### config.mk
export PLATFORM = sky130hd
export DESIGN_NAME = fir_frame_ctrl
export DESIGN_NICKNAME = d
export VERILOG_FILES = /design/src/rtl/fir_ctrl_pkg.sv /design/src/rtl/fir_coef_bank.sv /design/src/rtl/fir_frame_ctrl.sv
export SDC_FILE = /design/constraint.sdc
export NUM_CORES = 1
export LEC_CHECK = 0
export CAP_MARGIN = 10
export CORE_MARGIN = 3
export CORE_UTILIZATION = 52
export DETAILED_ROUTE_END_ITERATION = 16
export PLACE_DENSITY = 0.85
export SETUP_SLACK_MARGIN = 0.02
export SYNTH_ARGS = -nofsm -noshare
export SYNTH_HDL_FRONTEND = slang
export SYNTH_SLANG_ARGS = --single-unit
### constraint.sdc
create_clock -name clk -period 4.8 [get_ports clk]
set_input_delay 0.72 -clock clk [delete_from_list [all_inputs] [get_ports clk]]
set_output_delay 0.72 -clock clk [all_outputs]
set_load 0.03 [all_outputs]
### src/rtl/fir_ctrl_pkg.sv
// Shared types and constants for the 3-tap FIR frame controller.
// Optional overflow check is enabled by defining FIR_OVF_CHECK_EN.
package fir_ctrl_pkg;

    localparam int COEF_W   = 8;
    localparam int SAMPLE_W = 8;
    localparam int ACC_W    = 16;

    localparam logic [1:0] CFG_ADDR_C0     = 2'd0;
    localparam logic [1:0] CFG_ADDR_C1     = 2'd1;
    localparam logic [1:0] CFG_ADDR_C2     = 2'd2;
    localparam logic [1:0] CFG_ADDR_COMMIT = 2'd3;

    // 255 * sum exceeds 16 bits once the coefficient sum passes this value
    localparam logic [COEF_W+1:0] OVF_SUM_LIMIT = 10'd257;

    typedef enum logic [1:0] {
        IDLE  = 2'd0,
        RUN   = 2'd1,
        FLUSH = 2'd2,
        SWAP  = 2'd3
    } state_t;

    typedef struct packed {
        logic [COEF_W-1:0] c0;
        logic [COEF_W-1:0] c1;
        logic [COEF_W-1:0] c2;
    } coef_bank_t;

    function automatic logic [COEF_W+1:0] coef_sum(input coef_bank_t b);
        return {2'b00, b.c0} + {2'b00, b.c1} + {2'b00, b.c2};
    endfunction

endpackage

### src/rtl/fir_coef_bank.sv
// Double-buffered coefficient store: shadow writes, commit request, swap to active.
// FIR_OVF_CHECK_EN adds a registered coefficient-sum overflow flag captured at swap.
module fir_coef_bank
    import fir_ctrl_pkg::*;
(
    input  logic              clk,
    input  logic              reset,
    input  logic              cfg_valid,
    input  logic [1:0]        cfg_addr,
    input  logic [COEF_W-1:0] cfg_data,
    input  logic              swap,
    output coef_bank_t        active,
    output logic              commit_wr,
    output logic              commit_pend
`ifdef FIR_OVF_CHECK_EN
    ,
    output logic              cfg_ovf
`endif
);

    logic [2:0][COEF_W-1:0] active_lanes;
`ifdef FIR_OVF_CHECK_EN
    logic [2:0][COEF_W-1:0] shadow_lanes;
    coef_bank_t             shadow;
    logic                   ovf_reg;
`endif
    logic                   commit_pend_reg;

    assign commit_wr = cfg_valid && (cfg_addr == CFG_ADDR_COMMIT);

    // Lane index doubles as the coefficient write address (c0..c2 = 0..2)
    generate
        for (genvar gi = 0; gi < 3; gi++) begin : g_lane
            logic [COEF_W-1:0] shadow_reg;
            logic [COEF_W-1:0] active_reg;

            always_ff @(posedge clk) begin
                if (!reset) begin
                    shadow_reg <= '0;
                    active_reg <= '0;
                end else begin
                    if (swap)
                        active_reg <= shadow_reg;
                    if (cfg_valid && (cfg_addr == 2'(gi)))
                        shadow_reg <= cfg_data;
                end
            end

            assign active_lanes[gi] = active_reg;
`ifdef FIR_OVF_CHECK_EN
            assign shadow_lanes[gi] = shadow_reg;
`endif
        end
    endgenerate

    assign active = '{c0: active_lanes[0], c1: active_lanes[1], c2: active_lanes[2]};

    always_ff @(posedge clk) begin
        if (!reset)
            commit_pend_reg <= 1'b0;
        else if (commit_wr)
            commit_pend_reg <= 1'b1;
        else if (swap)
            commit_pend_reg <= 1'b0;
    end

    assign commit_pend = commit_pend_reg;

`ifdef FIR_OVF_CHECK_EN
    assign shadow = '{c0: shadow_lanes[0], c1: shadow_lanes[1], c2: shadow_lanes[2]};

    // Shadow is what becomes active on this edge, so it is the set being judged
    always_ff @(posedge clk) begin
        if (!reset)
            ovf_reg <= 1'b0;
        else if (swap)
            ovf_reg <= (coef_sum(shadow) > OVF_SUM_LIMIT);
    end

    assign cfg_ovf = ovf_reg;
`endif

endmodule

### src/rtl/fir_frame_ctrl.sv
// Frame sequencer for a 3-tap transposed FIR: feeds samples, drains the tail, swaps coefficients between frames.
// Defining FIR_OVF_CHECK_EN exposes cfg_ovf from the coefficient bank.
module fir_frame_ctrl
    import fir_ctrl_pkg::*;
#(
    parameter int FRAME_W   = 16,
    parameter int FLUSH_LEN = 2
) (
    input  logic                clk,
    input  logic                reset,
    input  logic                s_valid,
    output logic                s_ready,
    input  logic [SAMPLE_W-1:0] s_data,
    input  logic                s_last,
    input  logic                cfg_valid,
    output logic                cfg_ready,
    input  logic [1:0]          cfg_addr,
    input  logic [COEF_W-1:0]   cfg_data,
    output logic [SAMPLE_W-1:0] fir_din,
    output logic [COEF_W-1:0]   fir_c0,
    output logic [COEF_W-1:0]   fir_c1,
    output logic [COEF_W-1:0]   fir_c2,
    output logic                fir_rst,
    input  logic [ACC_W-1:0]    fir_dout,
    output logic                m_valid,
    output logic [ACC_W-1:0]    m_data,
    output logic                m_last,
    output logic                busy,
    output logic                commit_pend,
    output logic                err_gap,
    output logic [FRAME_W-1:0]  frame_len
`ifdef FIR_OVF_CHECK_EN
    ,
    output logic                cfg_ovf
`endif
);

    localparam int                 FL_W    = (FLUSH_LEN > 1) ? $clog2(FLUSH_LEN) : 1;
    localparam logic [FRAME_W-1:0] MAX_LEN = '1;

    state_t                state_reg, state_next;
    logic [SAMPLE_W-1:0]   din_reg, din_next;
    logic [FRAME_W-1:0]    cnt_reg, cnt_next;
    logic [FRAME_W-1:0]    cnt_base, cnt_inc;
    logic [FL_W-1:0]       flush_reg, flush_next;
    logic                  m_valid_reg, m_valid_next;
    logic                  m_last_reg, m_last_next;
    logic                  err_gap_reg, err_gap_next;
    logic [FRAME_W-1:0]    frame_len_reg, frame_len_next;
    logic                  ready_c;
    logic                  swap;
    logic                  take_last;
    logic                  hit_max;
    logic                  commit_wr;
    coef_bank_t            active;

    fir_coef_bank u_bank (
        .clk        (clk),
        .reset      (reset),
        .cfg_valid  (cfg_valid),
        .cfg_addr   (cfg_addr),
        .cfg_data   (cfg_data),
        .swap       (swap),
        .active     (active),
        .commit_wr  (commit_wr),
        .commit_pend(commit_pend)
`ifdef FIR_OVF_CHECK_EN
        ,
        .cfg_ovf    (cfg_ovf)
`endif
    );

    always_comb begin
        state_next     = state_reg;
        din_next       = '0;
        cnt_next       = cnt_reg;
        flush_next     = flush_reg;
        m_valid_next   = 1'b0;
        m_last_next    = 1'b0;
        err_gap_next   = err_gap_reg;
        frame_len_next = frame_len_reg;
        ready_c        = 1'b0;
        swap           = 1'b0;
        // The first sample of a frame is taken in IDLE, so counting restarts there
        cnt_base       = (state_reg == IDLE) ? '0 : cnt_reg;
        cnt_inc        = cnt_base + FRAME_W'(1);
        take_last      = s_valid && s_last;
        hit_max        = (cnt_inc == MAX_LEN);

        case (state_reg)
            IDLE, RUN: begin
                ready_c = 1'b1;
                if ((state_reg == RUN) || s_valid) begin
                    // Every slot inside a frame produces a beat; a gap becomes a zero sample
                    din_next     = s_valid ? s_data : '0;
                    m_valid_next = 1'b1;
                    cnt_next     = cnt_inc;
                    if (!s_valid)
                        err_gap_next = 1'b1;
                    if (take_last || hit_max) begin
                        state_next     = FLUSH;
                        flush_next     = '0;
                        frame_len_next = cnt_inc;
                        if (!take_last)
                            err_gap_next = 1'b1;
                    end else begin
                        state_next = RUN;
                    end
                end else if (commit_pend || commit_wr) begin
                    state_next = SWAP;
                end
            end
            FLUSH: begin
                m_valid_next = 1'b1;
                if (flush_reg == FL_W'(FLUSH_LEN - 1)) begin
                    m_last_next = 1'b1;
                    state_next  = (commit_pend || commit_wr) ? SWAP : IDLE;
                end else begin
                    flush_next = flush_reg + FL_W'(1);
                end
            end
            SWAP: begin
                swap       = 1'b1;
                state_next = IDLE;
            end
            default: state_next = IDLE;
        endcase
    end

    always_ff @(posedge clk) begin
        if (!reset) begin
            state_reg     <= IDLE;
            din_reg       <= '0;
            cnt_reg       <= '0;
            flush_reg     <= '0;
            m_valid_reg   <= 1'b0;
            m_last_reg    <= 1'b0;
            err_gap_reg   <= 1'b0;
            frame_len_reg <= '0;
        end else begin
            state_reg     <= state_next;
            din_reg       <= din_next;
            cnt_reg       <= cnt_next;
            flush_reg     <= flush_next;
            m_valid_reg   <= m_valid_next;
            m_last_reg    <= m_last_next;
            err_gap_reg   <= err_gap_next;
            frame_len_reg <= frame_len_next;
        end
    end

    assign s_ready   = ready_c && reset;
    assign cfg_ready = reset;
    assign fir_din   = din_reg;
    assign fir_c0    = active.c0;
    assign fir_c1    = active.c1;
    assign fir_c2    = active.c2;
    assign fir_rst   = ~reset;
    assign m_valid   = m_valid_reg;
    assign m_data    = fir_dout;
    assign m_last    = m_last_reg;
    assign busy      = (state_reg != IDLE);
    assign err_gap   = err_gap_reg;
    assign frame_len = frame_len_reg;

endmodule
==> metrics.md <==
| Metric | Value |
|---|---|
| Clk root buf | clkbuf_8 |
| Synth-to-Final Area Change | 21.6% |
| Status | complete, no violations |
| Worst Path Required | around 5100 ps |
| Inserted Clock Buffers | 9 |
| Postcts setup bufs | 0 |
| WL/cell | ~15 microns |
| RSZ-0062 raised after global routing | false |
| Clock Latency Late Sink | between 300 and 400 ps |
| Number of iterations in the first detailed-routing pass | 5 |
| CTS tree | yes |
| Count of state elements after synthesis | 95 |
| Via count | between 3k and 4k |
| Max-cap violations | 0 |
| Post-CTS Hold Fix Bufs | 0 |
| Post-synth ARST share | 0% |
| Post-synthesis sequential area ratio | approximately 47% |
| GRT Overall Usage | 21.5% |
| Mapped Area | between 4000 and 5000 sq um |
| Synthesized instance count | 475 |
| Pins Over Slew Limit | 0 |
| Vias in the first global route | between 3k and 4k |
| Slew @ Worst Pin | around 950 ps |
| First-pass GRT wire length | roughly 15 mm |
| Clk pwr share | 36.1% |
| Share of cells above drive strength 1 | approximately 5.7% |
| IO Port Bufs | 78 |
| ANT nets after route | 0 |
| Grt met1 use | between 20% and 30% |
| Clock-pin slew on the worst setup and hold paths | between 100 and 150 ps |
| Post-synth cell types | 48 |
| Die area | about 8900 sq um |
| CTS Sinks | 95 |
| Worst Setup End Kind | register |
| Most common cell after layout, fill and taps aside | nand2_1 |
| DR iter-0 viols | roughly 280 |
| Fin crit share | about 86% |
| Sequential share of power | roughly 53% |
| Fmax | around 240 MHz |
| Slew Limit Headroom | a little under two fifths |
| Most used routing layer | met2 |
| Leak | between 1.5 and 2 nW |
| Routed WL | 9.20 mm |
| Min-delay worst type | reg -> reg |
| Nets | around 560 |
| Clk buf depth | 2 |
| Top Ports | around 110 |
| Avg Cell Area, Syn | about 8.5 sq um |
| Die Height | about 94 microns |
| Hpwl dp | roughly 6.6 mm |
| Initial antenna violation count | 0 |
| Post_cts resized | 0 |
| Clock skew | approximately 14 ps |
| Final min period | approximately 4100 ps |
| DRC | 0 |
| Sw frac | 27.6% |
| Initial Util | between 50% and 60% |
| Final-report hold violation count | 0 |
| Global route total overflow | 0 |
| Core area | approximately 7400 sq um |
| Die width | between 90 and 100 microns |
| Reg2Reg Setup Slack | between 600 and 700 ps |
| Fillers | 582 |
| Most used flip-flop cell after synthesis | dfxtp_1 |
| Htree depth | 3 |
| Crit-path max FO | 18 |
| Total net switching power | ~0.00043 W |
| Met3 Use GR | under 10% |
| Combinational Power Share | 11.2% |
| Worst EP arrival | ~4400 ps |
| EDFF count, synth | 0 |
| ANT cells | 0 |
| Int Power | ~0.0011 W |
| PwrDens | 318 nW/um^2 |
| Max rail drop VDD | between 0.15 and 0.2 mV |
| Yosys warns | 0 |
| Final setup fails | 0 |
| Synth Net Count | about 520 |
| Largest net degree at the start of global routing | 43 |
| M2 GR Usage | 34.7% |
| Via density per instance | ~5.4 |
| Layout Utilization | 66.3% |
| Most frequent cells in the layout | nand2_1 (111), dfxtp_1 (95), clkdlybuf4s50_1 (78), nor2_1 (45), mux2i_1 (39) |
| Fin Setup TNS | 0 ps |
| Num rows | 31 |
| CP startpoint kind | register |
| Final GP Congestion | between 0.9 and 1 |
| Crit Path Class | reg -> reg |
[power groups by stage]
stage,logic (W),clock network (W),registers [W]
after floorplan,0.000124,0,0.000852
after global placement,0.000169,0,0.000841
after detailed placement,0.000174,0,0.000842
after CTS,0.000174,0.000575,0.000824
after global routing,0.000188,0.000604,0.000828
final,0.000175,0.000564,0.000825
[layout make-up]
cell class	count	area [sq um]	area share [%]
clock inverter	7	97.6	1.99
inverter	8	30.0	0.611
multi-input combinational	321	1830	37.2
clock buffer	9	124	2.52
sequential	95	1900	38.7
timing repair buffer	82	811	16.5
tap	99	124	2.52
[cells in the mapped netlist, types with 2 or more instances]
cell | number | share of area [%]
nand2_1 | 111 | 10
dfxtp_1 | 95 | 47
nor2_1 | 45 | 4.2
mux2i_1 | 39 | 9.7
a21oi_1 | 38 | 4.7
clkbuf_1 | 26 | 2.4
buf_4 | 17 | 3.2
xnor2_1 | 10 | 2.2
nand3_1 | 9 | 1.1
and3_1 | 8 | 1.2
inv_1 | 7 | 0.65
o21ai_0 | 7 | 0.87
nor3_1 | 6 | 0.74
a22oi_1 | 4 | 0.74
buf_2 | 4 | 0.50
or3_1 | 4 | 0.62
xor2_1 | 4 | 0.87
and2_1 | 3 | 0.46
nand4_1 | 3 | 0.46
a31oi_1 | 2 | 0.31
buf_1 | 2 | 0.19
ha_1 | 2 | 0.62
nand3b_1 | 2 | 0.37
nor3b_1 | 2 | 0.37
nor4_1 | 2 | 0.31
[critical path, stage by stage (launching register included)]
cell and delay, ps:
dfxtp_1 450, nor2_1 600, inv_1 300, nand2_1 220
inv_1 80, ha_1 310, inv_1 130, nor3_1 70
xor2_1 260, nand4_1 140, or4b_4 510, o21a_1 540
a221oi_2 430
[through the flow]
stage / hold slack [ps] / cell area, sq um / power [W] / cells / setup slack, ps
floorplan: 431 / 4040 / 0.000976 / 475 / 1620
CTS: 459 / 4910 / 0.00157 / 621 / 706
global placement: 435 / 4690 / 0.00101 / 605 / 1060
detailed placement: 444 / 4690 / 0.00102 / 605 / 734
global route: 470 / 4910 / 0.00162 / 621 / 337
finish: 454 / 4910 / 0.00156 / 621 / 657
[path summary, 6_finish.rpt]
| path | start | depth (start not counted) | endpoint |
|---|---|---|---|
| worst min-delay path | u_bank.g_lane[0].shadow_reg[7] | 2 | u_bank.g_lane[0].active_reg[7] |
| worst min register to register | u_bank.g_lane[0].shadow_reg[7] | 2 | u_bank.g_lane[0].active_reg[7] |
| worst max register to register | state_reg[1] | 12 | state_reg[1] |
| worst max-delay path | state_reg[1] | 12 | state_reg[1] |
[cells by family after synthesis]
kind of cell             share of synthesized area [%]
AO/OA/AOI/OAI                                     8.58
buffers and inverters                             7.77
adder cells (fa/ha/maj)                          0.619
XOR/XNOR                                          3.03
multiplexers                                      9.66
flip-flops                                        47.1
AND/OR/NAND/NOR                                   23.3
[per-layer routing]
layer | wire length, microns | share of wire, % | up-vias
li1 | - | - | 1642
met1 | 3860 | 42 | 1542
met2 | 4420 | 48 | 161
met3 | 661 | 7.2 | 37
met4 | 263 | 2.9 | 0
met5 | 0 | 0 | -
Note: power is estimated with default switching activity, not from simulation.
